## src/rtl/fetch_pc_unit.sv

```systemverilog
// Fetch PC unit: architectural PC, next-PC select and BOOT/RUN/HALT control.
// Optional retire counter port enabled by defining FETCH_RETIRE_COUNT_EN.
module fetch_pc_unit #(
    parameter int unsigned    N         = 32,
    parameter int unsigned    MEM_DEPTH = 16,
    parameter logic [N-1:0]   RESET_PC  = '0
) (
    input  logic         clk,
    input  logic         reset,
    input  logic         stall,
    input  logic         branch_taken,
    input  logic         jump,
    input  logic [N-1:0] target,
    input  logic [31:0]  instruction_in,
    output logic [N-1:0] program_counter,
    output logic [N-1:0] pc_plus4,
`ifdef FETCH_RETIRE_COUNT_EN
    output logic [N-1:0] retire_count,
`endif
    output logic         fetch_valid,
    output logic         halted,
    output logic         fault
);

    typedef enum logic [1:0] {
        BOOT = 2'd0,
        RUN  = 2'd1,
        HALT = 2'd2
    } state_t;

    localparam int unsigned  LAST_I    = MEM_DEPTH * 4 - 4;
    localparam logic [N-1:0] PC_LAST   = N'(LAST_I);
    localparam logic [31:0]  SELF_LOOP = 32'h0000_006f;

    state_t       state_q, state_d;
    logic [N-1:0] pc_q, pc_d;
    logic         fault_q, fault_d;
    logic         flt_entry;
    logic [N-1:0] pc_inc;
    logic         redirect;
    logic         tgt_bad;
    logic         seq_bad;

    assign pc_inc   = pc_q + N'(4);
    assign redirect = branch_taken | jump;
    assign tgt_bad  = (target[1:0] != 2'b00) || (target > PC_LAST);
    assign seq_bad  = pc_inc > PC_LAST;

    // State, PC and fault-flag registers with synchronous reset
    always_ff @(posedge clk) begin
        if (reset) begin
            state_q <= BOOT;
            pc_q    <= RESET_PC;
            fault_q <= 1'b0;
        end else begin
            state_q <= state_d;
            pc_q    <= pc_d;
            fault_q <= fault_d;
        end
    end

    // Next-state and next-PC selection; redirect beats the self-loop halt
    always_comb begin
        state_d   = state_q;
        pc_d      = pc_q;
        fault_d   = fault_q;
        flt_entry = 1'b0;
        unique case (state_q)
            BOOT: begin
                state_d = RUN;
            end
            RUN: begin
                if (!stall) begin
                    if (redirect) begin
                        if (tgt_bad) begin
                            state_d   = HALT;
                            fault_d   = 1'b1;
                            flt_entry = 1'b1;
                        end else begin
                            pc_d = target;
                        end
                    end else if (instruction_in == SELF_LOOP) begin
                        state_d = HALT;
                    end else if (seq_bad) begin
                        state_d   = HALT;
                        fault_d   = 1'b1;
                        flt_entry = 1'b1;
                    end else begin
                        pc_d = pc_inc;
                    end
                end
            end
            HALT: begin
                state_d = HALT;
            end
            default: begin
                state_d = BOOT;
            end
        endcase
    end

    // Outputs decoded from the current state
    always_comb begin
        program_counter = pc_q;
        pc_plus4        = pc_inc;
        fetch_valid     = (state_q == RUN) && !stall;
        halted          = (state_q == HALT);
        fault           = fault_q;
    end

`ifdef FETCH_RETIRE_COUNT_EN
    logic [N-1:0] retire_q;

    // Count accepted fetches; a faulting fetch does not retire
    always_ff @(posedge clk) begin
        if (reset) begin
            retire_q <= '0;
        end else if ((state_q == RUN) && !stall && !flt_entry) begin
            retire_q <= retire_q + N'(1);
        end
    end

    assign retire_count = retire_q;
`endif

endmodule

```

## config.mk

```make
export PLATFORM = sky130hd
export DESIGN_NAME = fetch_pc_unit
export DESIGN_NICKNAME = d
export VERILOG_FILES = /design/src/rtl/fetch_pc_unit.sv
export SDC_FILE = /design/constraint.sdc
export NUM_CORES = 1
export LEC_CHECK = 0
export ABC_AREA = 1
export CORE_ASPECT_RATIO = 2
export CORE_MARGIN = 3
export CORE_UTILIZATION = 31
export CTS_CLUSTER_SIZE = 25
export DETAILED_ROUTE_END_ITERATION = 8
export DONT_BUFFER_PORTS = 1
export PLACE_DENSITY = 0.47
export RECOVER_POWER = 25
export SYNTH_ARGS = -nofsm -noshare
export SYNTH_HDL_FRONTEND = slang
export SYNTH_SLANG_ARGS = --single-unit
export TNS_END_PERCENT = 100
```

## constraint.sdc

```tcl
create_clock -name clk -period 2.8 [get_ports clk]
set_clock_uncertainty 0.15 [all_clocks]
set_input_delay 0.56 -clock clk [delete_from_list [all_inputs] [get_ports clk]]
set_output_delay 0.56 -clock clk [all_outputs]
set_load 0.03 [all_outputs]
```

==> impl_metrics.env, run 1 <==
export IMPL_status="finished clean"
export IMPL_path_clk_slew_ps=50
export IMPL_synth_cell_types=31
export IMPL_synth_area_sq_um=2720
export IMPL_tightest_slew_ps=967
export IMPL_required_ps=2830
export IMPL_rows=47
export IMPL_power_mw=1.33
export IMPL_synth_seq_area_share=0.257
export IMPL_fin_crit_sh=0.938
export IMPL_grt_max_degree=33
export IMPL_critPathLaunch="program_counter[2]"
export IMPL_netlist_instances=455
export IMPL_cts_root_buf="clkbuf_16"
export IMPL_synth_nets=529
export IMPL_cp_start_kind="register"
export IMPL_clkSinkCount=35
export IMPL_h_tree_depth=2
export IMPL_hold_buffers=0
export IMPL_hpwlAfterDp_microns=8290
export IMPL_yosys_warnings=0
export IMPL_postRouteAntennaNets=0
export IMPL_fp_dieH_microns=139
export IMPL_initial_utilization=0.324
export IMPL_dr_pass1_iters=4
export IMPL_io_buffers=0
export IMPL_m1WireLength_microns=3300
export IMPL_drt_iter0_markers=250
export IMPL_hold_class="in2reg"
export IMPL_crit_type="reg2reg"
export IMPL_fillers=938
export IMPL_pwr_density_cell_nw_per_um2=384
export IMPL_slew_viol_final=0
export IMPL_syn_mean_instance_area_sq_um=5.98
export IMPL_synthToLayoutAreaGrowth_pct=27.3
export IMPL_min_from="reset"
export IMPL_routed_wl_microns=10200
export IMPL_relSlewSlack=0.351
export IMPL_grt_pass1_wl_microns=15500
export IMPL_avgRoutedWirePerCell_microns=16.8
export IMPL_r2r_cells=17
export IMPL_period_needed_ps=2630
export IMPL_hold_viol_final=0
export IMPL_final_cell_mix="nand2_1, nor2_1, inv_1, nand3_1, buf_4"
export IMPL_die_area_sq_um=10000
export IMPL_track_usage=0.202
export IMPL_place_ws_ps=60.9
export IMPL_crit_arrival_ps=2660
export IMPL_wl_met3_microns=786
export IMPL_layout_commonest_cell="nand2_1"
export IMPL_finalSetupTns_ps=0
export IMPL_drive_gt1_frac=0.213
export IMPL_cap_violations=0
export IMPL_antenna_found_initial=0
export IMPL_max_clock_freq_ghz=0.381
export IMPL_n_antenna_cell=0
export IMPL_setup_ws_ps=173
export IMPL_grt_pass1_vias=3122
export IMPL_end_kind="register"
export IMPL_top_layer_used="met4"
export IMPL_insertion_delay_ps=290
export IMPL_regToRegStartpoint="program_counter[2]"
export IMPL_grt_ovfl_total=0
export IMPL_viasPerCell=5.16
export IMPL_worst_ir_drop_vdd_mv=0.252
export IMPL_dr_wl_met2_microns=5620
export IMPL_core_area_sq_um=8410
export IMPL_fin_nets=587
export IMPL_ys_ff_latch=35
export IMPL_hold_path_cell_count=1
export IMPL_cp_max_fo=6
export IMPL_die_x_microns=72.3
export IMPL_ios=136
export IMPL_cts_tree="yes"
export IMPL_cts_made_buffers=5
export IMPL_cts_path_max_buffers=2
export IMPL_setup_violations_final=0
export IMPL_vias=3148
export IMPL_drc=0
export IMPL_leakage_nw=1.67
export IMPL_gp_congestion=0.941
export IMPL_rsz0062_at_grt="false"
power by group:
group	switching, mW	internal (mW)
registers	0.0237	0.518
logic	0.183	0.0838
clock network	0.201	0.320
total	0.407	0.921
path summary, 6_finish.rpt:
kind                         endpoint  slack, ps
setup reg to reg   program_counter[0]        170
hold / removal                  fault        190
setup / recovery   program_counter[0]        170
hold reg to reg   program_counter[28]        330
metrics by stage:
step           utilization  instances  hold WS [ps]  cell area, sq um
2_1_floorplan            -        455           329              2750
3_3_place_gp         0.385        601           332              3240
3_5_place_dp         0.385        601           330              3240
4_1_cts              0.401        607           183              3370
5_1_grt              0.412        610           185              3460
6_report             0.412        610           188              3460
per-layer routing:
layer	vias up	global-route usage
li1	1551	-
met1	1403	0.189
met2	165	0.385
met3	29	0.0443
met4	0	0.107
met5	-	0
critical path, stage by stage, from the launching register on:
cell	delay [ps]
dfxtp_2	370
buf_8	160
clkinvlp_4	140
ha_1	240
o21ai_0	80
nor2_1	70
nand2_1	60
nand2_1	70
nor2_2	110
nand2_1	110
nor2_1	140
nand3_2	90
nor2_4	130
nand2_2	110
nand2_8	150
nand3_1	160
nand2_1	130
nor2_1	50
sequential cells by signal, indices dropped and copies added (netlist names):
name,count
state_q,2
program_counter,32
fault,1
logic make-up (layout without fill, tap and decap cells):
family | after synthesis | count (layout) | synth area share
xor+xnor | 4 | 4 | 0.0129
compound gates | 17 | 17 | 0.0368
fa+ha+maj | 5 | 5 | 0.0230
buf+inv | 82 | 137 | 0.121
simple gates | 312 | 314 | 0.549
flops | 35 | 35 | 0.257
synthesized netlist by cell type, drive strengths merged:
cell	n	area, sq um
xnor2	2	17.5
nor4	6	37.5
o21bai	2	15.0
o31ai	1	7.51
nand3	52	275
or2	8	50.1
xor2	2	17.5
nand2	126	520
o21ai	7	35.0
ha	5	62.6
inv	73	274
a21oi	3	15.0
nand4	18	113
a31oi	2	12.5
a211oi	1	7.51
nor3	3	15.0
nand3b	8	60.1
a21boi	1	7.51
nor2	91	423
dfxtp	35	701
buf	9	56.3
area by class of cell:
type | count | area, sq um | area share
clock buffers | 6 | 129 | 0.0372
inverters | 73 | 278 | 0.0802
multi-input cells | 340 | 1860 | 0.536
flip-flops and latches | 35 | 704 | 0.203
well taps | 98 | 123 | 0.0354
repair buffers | 58 | 375 | 0.108
repair_timing:
| item | CTS | global route |
|---|---|---|
| buffers inserted | 0 | 1 |
| setup endpoints to repair | 0 | 31 |
| resized for setup | 0 | 33 |
Power figures use the tool's default switching activity.
==> run 2, diff against run 1 <==
==> constraint.sdc (replaced) <==
create_clock -name clk -period 2.8 [get_ports clk]
set_clock_uncertainty 0.15 [all_clocks]
set_input_delay 0.42 -clock clk [delete_from_list [all_inputs] [get_ports clk]]
set_output_delay 0.42 -clock clk [all_outputs]
set_load 0.03 [all_outputs]
==> impl_metrics.env, run 2 (same netlist as run 1, synthesis figures left out) <==
export IMPL_fp_dieH_microns=139
export IMPL_io_buffers=0
export IMPL_ios=136
export IMPL_combPwrFrac=0.185
export IMPL_die_x_microns=72.3
export IMPL_critPathSlowestCell="dfxtp_2"
export IMPL_cts_made_buffers=5
export IMPL_cts_root_buf="clkbuf_16"
export IMPL_rows=47
export IMPL_postRouteAntennaNets=0
export IMPL_cts_path_max_buffers=2
export IMPL_grt_pass1_vias=2990
export IMPL_slew_viol_final=0
export IMPL_p_int_mw=0.944
export IMPL_rsz0062_at_grt="false"
export IMPL_layout_cells_non_filler=609
export IMPL_grt_pass1_wl_microns=15200
export IMPL_fillers=952
export IMPL_final_cell_mix="nand2_1, inv_1, nor2_1, nand3_1, buf_4"
export IMPL_critPathLaunch="program_counter[2]"
export IMPL_crit_path_cell_trace="buf_6, inv_1, ha_1, o21ai_0, nor2_1, nand2_1, nand2_1, nor2_1, nand2_1, nor2_1, nand3_2, nor2_4, nand2_2, nand2_4, nand2_4, nand3_1, inv_1"
export IMPL_power_switching_mw=0.405
export IMPL_hold_buffers=0
export IMPL_end_kind="register"
export IMPL_pwr_density_cell_nw_per_um2=400
export IMPL_drive_gt1_frac=0.186
export IMPL_regArea_sq_um=703
export IMPL_r2r_cells=17
export IMPL_initial_utilization=0.324
export IMPL_crit_type="reg2reg"
export IMPL_n_antenna_cell=0
export IMPL_tightest_slew_ps=926
export IMPL_cp_max_fo=16
export IMPL_leakage_nw=1.69
export IMPL_period_needed_ps=2590
export IMPL_viasPerCell=5.02
export IMPL_finalSetupTns_ps=0
export IMPL_status="finished clean"
export IMPL_synthToLayoutAreaGrowth_pct=23.9
export IMPL_insertion_delay_ps=290
export IMPL_crit_arrival_ps=2620
export IMPL_dr_pass1_iters=4
export IMPL_hold_viol_final=0
export IMPL_fin_util=0.401
export IMPL_h_tree_depth=2
export IMPL_cts_tree="yes"
export IMPL_multi_input_comb_area_sq_um=1760
export IMPL_min_from="reset"
export IMPL_grt_max_degree=33
export IMPL_regToRegStartpoint="program_counter[2]"
export IMPL_hold_class="in2reg"
export IMPL_drt_iter0_markers=167
export IMPL_cp_start_kind="register"
export IMPL_worst_ir_drop_vdd_mv=0.193
export IMPL_track_usage=0.198
export IMPL_drc=0
export IMPL_largest_reg_flops=32
export IMPL_p_sw_frac=0.300
export IMPL_avgRoutedWirePerCell_microns=16.4
export IMPL_slowest_delay_ps=360
export IMPL_routed_wl_microns=10000
export IMPL_path_clk_slew_ps=50
export IMPL_max_clock_freq_ghz=0.387
export IMPL_die_area_sq_um=10000
export IMPL_clkSinkCount=35
export IMPL_fin_crit_sh=0.924
export IMPL_antenna_found_initial=0
export IMPL_grt_ovfl_total=0
export IMPL_cap_violations=0
export IMPL_power_mw=1.35
export IMPL_core_area_sq_um=8410
export IMPL_setup_violations_final=0
export IMPL_required_ps=2830
export IMPL_seqPwrFrac=0.402
export IMPL_hpwlAfterDp_microns=8250
export IMPL_fin_nets=585
export IMPL_hold_path_cell_count=1
export IMPL_vias=3060
export IMPL_gp_congestion=0.919
export IMPL_relSlewSlack=0.381
export IMPL_layout_commonest_cell="nand2_1"
export IMPL_power_frac_clock=0.413
export IMPL_numPlacedInstances=600
-- run 2: cell count changes in the layout (fill, tap and decap cells not counted), sizes merged --
cell and delta:
nand2 -1, clkbuf -2, clkinv +1, inv +1, clkinvlp -1, buf +1
-- run 2: layer usage --
metal,vias up,part of all wire,GRT usage
met5,-,0,0
met4,0,0.028,0.0862
met3,18,0.076,0.0501
met2,153,0.56,0.386
met1,1342,0.33,0.182
li1,1547,-,-
-- run 2: per-stage QoR --
| step | instance area [sq um] | hold slack (ps) | worst slack [ps] |
|---|---|---|---|
| after floorplan | 2750 | 329 | 5.94 |
| after CTS | 3380 | 44.6 | 90.7 |
| final | 3370 | 48.6 | 213 |
| after global routing | 3370 | 44.9 | 3.37 |
| after global placement | 3230 | 324 | 124 |
| after detailed placement | 3230 | 334 | 106 |
-- run 2: what timing repair did --
item                       4_1_cts  5_1_grt
setup endpoints to repair        0       29
gates resized for setup          0       12
buffers inserted                 0        1
-- run 2: layout make-up --
type,instances,area share
tap,98,0.0363
sequential,35,0.208
clock inverter,1,0.00148
clock buffer,6,0.0412
inverter,73,0.0812
timing repair buffer,57,0.110
multi-input combinational,339,0.521
-- run 2: worst paths after layout --
check | to | slack, ps
hold reg to reg | program_counter[28] | 340
setup / recovery | program_counter[12] | 210
hold / removal | program_counter[30] | 50
setup reg to reg | program_counter[12] | 210
-- run 2: power groups by stage --
stage | Clock (mW) | Combinational [mW] | Sequential (mW)
after floorplan | 0 | 0.173 | 0.555
after global placement | 0 | 0.234 | 0.550
after detailed placement | 0 | 0.239 | 0.550
after CTS | 0.568 | 0.239 | 0.540
after global routing | 0.582 | 0.276 | 0.544
final | 0.558 | 0.250 | 0.542
-- run 2: worst max-delay path: cells and delay by family, from the launching register on --
kind / cells / cell delay [ps]
AO/OA/AOI/OAI: 1 / 90
adder cells (fa/ha/maj): 1 / 230
buffers and inverters: 3 / 330
flip-flops: 1 / 360
AND/OR/NAND/NOR: 12 / 1310
==> run 3, diff against run 2 <==
- ABC_AREA: 1 -> unset
==> impl_metrics.env, run 3 <==
export IMPL_viasPerCell=5.26
export IMPL_yosysMostFrequentCell="dfxtp_1"
export IMPL_synth_main_ff_cell="dfxtp_1"
export IMPL_setup_ws_ps=-196
export IMPL_hpwlAfterDp_microns=6560
export IMPL_critPathSlowestCell="or4_4"
export IMPL_vias=2640
export IMPL_rows=44
export IMPL_regArea_sq_um=739
export IMPL_period_needed_ps=3000
export IMPL_drt_iter0_markers=79
export IMPL_synth_cell_types=53
export IMPL_cts_path_max_buffers=2
export IMPL_grt_pass1_vias=2642
export IMPL_synth_async_reset_ratio=0
export IMPL_initial_utilization=0.322
export IMPL_grt_ovfl_total=0
export IMPL_hold_buffers=0
export IMPL_finalSetupTns_ps=-5540
export IMPL_h_tree_depth=2
export IMPL_worst_ir_drop_vdd_mv=0.245
export IMPL_slew_viol_final=0
export IMPL_dr_pass1_iters=4
export IMPL_syn_mean_instance_area_sq_um=8.17
export IMPL_avgRoutedWirePerCell_microns=16.7
export IMPL_routed_wl_microns=8370
export IMPL_power_mw=1.31
export IMPL_n_antenna_cell=0
export IMPL_insertion_delay_ps=270
export IMPL_clkSinkCount=35
export IMPL_path_clk_slew_ps=50
export IMPL_fin_crit_sh=1.07
export IMPL_synth_top_area_frac=0.295
export IMPL_cp_max_fo=7
export IMPL_cap_violations=0
export IMPL_layout_commonest_cell="buf_4"
export IMPL_final_cell_mix="buf_4, and2_1, xnor2_1, nand2_1, dfxtp_1"
export IMPL_ys_ff_latch=35
export IMPL_synth_edf_count=0
export IMPL_status="finished with violations"
export IMPL_netlist_instances=291
export IMPL_crit_path_cell_trace="buf_6, nand4_1, buf_4, buf_6, nor3_4, and4b_1, o21bai_2, or4_4, o31ai_4, buf_6, a21oi_4, and2_1"
export IMPL_fp_dieH_microns=130
export IMPL_yosys_warnings=0
export IMPL_relSlewSlack=0.619
export IMPL_slowest_delay_ps=560
export IMPL_crit_arrival_ps=3010
export IMPL_postRouteAntennaNets=0
export IMPL_synth_seq_area_share=0.295
export IMPL_cp_start_kind="register"
export IMPL_synth_common_cells="dfxtp_1, and2_1, xnor2_1"
export IMPL_synth_area_leaders="dfxtp_1, xnor2_1, and2_1, nor4_1, nand3_1"
export IMPL_grt_max_degree=17
export IMPL_gp_congestion=0.865
export IMPL_fillers=741
export IMPL_setup_violations_final=35
export IMPL_track_usage=0.194
export IMPL_cts_tree="yes"
export IMPL_hold_ws_ps=67.4
export IMPL_place_ws_ps=-304
export IMPL_rsz0062_at_grt="true"
export IMPL_crit_type="reg2reg"
export IMPL_multi_input_comb_area_sq_um=1810
export IMPL_grt_pass1_wl_microns=12800
export IMPL_synthToLayoutAreaGrowth_pct=59.8
export IMPL_hold_viol_final=0
export IMPL_die_x_microns=67.9
export IMPL_crit_top_cell="buf_6"
export IMPL_pwr_density_cell_nw_per_um2=345
export IMPL_required_ps=2810
export IMPL_cts_made_buffers=5
export IMPL_drc=0
export IMPL_end_kind="register"
export IMPL_cp_num_buf_inv=4
export IMPL_synth_area_sq_um=2380
export IMPL_io_buffers=0
export IMPL_antenna_found_initial=0
export IMPL_violations="negative setup slack"
export IMPL_max_clock_freq_ghz=0.334
export IMPL_core_area_sq_um=7380
export IMPL_synth_nets=365
export IMPL_leakage_nw=1.72
export IMPL_largest_reg_flops=32
export IMPL_path_delay_family="simple AND/OR/NAND/NOR gates"
export IMPL_cts_root_buf="clkbuf_16"
export IMPL_fin_nets=483
export IMPL_hold_class="in2reg"
export IMPL_ios=136
export IMPL_drive_gt1_frac=0.468
export IMPL_die_area_sq_um=8810
export IMPL_tightest_slew_ps=569
export IMPL_synth_top_area_cell="dfxtp_1"
## run 3: cell types whose count changed in the layout (fill, tap and decap cells not counted), sizes merged, moves of 16 or more
| cell | before | now |
|---|---|---|
| nand2 | 127 | 21 |
| buf | 40 | 123 |
| nor2 | 91 | 18 |
| inv | 73 | 11 |
| nand3 | 52 | 17 |
| and2 | 0 | 31 |
| xnor2 | 2 | 25 |
| nor4 | 6 | 22 |
## run 3: cell type report
cell class	count	area share
Timing Repair Buffer	124	0.251
Clock buffer	8	0.0359
Sequential cell	35	0.195
Inverter	11	0.0109
Tap cell	92	0.0303
Multi-Input combinational cell	232	0.477
## run 3: what timing repair did
item | CTS | global route
gates resized for setup | 17 | 16
gates cloned | 3 | 1
setup buffers | 6 | 4
pin swaps | 10 | 6
endpoints found under the setup margin | 35 | 37
## run 3: logic make-up after synthesis
family / after synthesis / synth area share
buffers and inverters: 27 / 0.0542
AO/OA/AOI/OAI: 35 / 0.110
flip-flops: 35 / 0.295
XOR/XNOR: 34 / 0.125
AND/OR/NAND/NOR: 153 / 0.381
adder cells (fa/ha/maj): 5 / 0.0263
multiplexers: 2 / 0.00843
## run 3: routing by layer
layer / vias to the layer above / share of wire / track usage
met5: - / 0 / 0
met4: 0 / 0.018 / 0.0715
met3: 16 / 0.061 / 0.0431
met2: 117 / 0.58 / 0.377
met1: 1214 / 0.34 / 0.190
li1: 1293 / - / -
## run 3: path summary, 6_finish.rpt
| check | slack (ps) | depth (start not counted) | end | startpoint |
|---|---|---|---|---|
| setup / recovery | -200 | 12 | program_counter[17] | program_counter[3] |
| hold / removal | 70 | 1 | fault | reset |
| setup reg to reg | -200 | 12 | program_counter[17] | program_counter[3] |
| hold reg to reg | 460 | 4 | state_q[1] | state_q[1] |
## run 3: stage by stage
| stage | cell area [sq um] | instances | util |
|---|---|---|---|
| 2_1_floorplan | 2570 | 291 | - |
| 3_3_place_gp | 3420 | 480 | 0.464 |
| 3_5_place_dp | 3420 | 480 | 0.464 |
| 4_1_cts | 3710 | 497 | 0.503 |
| 5_1_grt | 3800 | 502 | 0.515 |
| 6_report | 3800 | 502 | 0.515 |
## run 3: report_power, final
group | switching [mW] | total (mW) | internal (mW)
sequential | 0.0232 | 0.536 | 0.513
clock | 0.197 | 0.527 | 0.331
combinational | 0.145 | 0.248 | 0.103
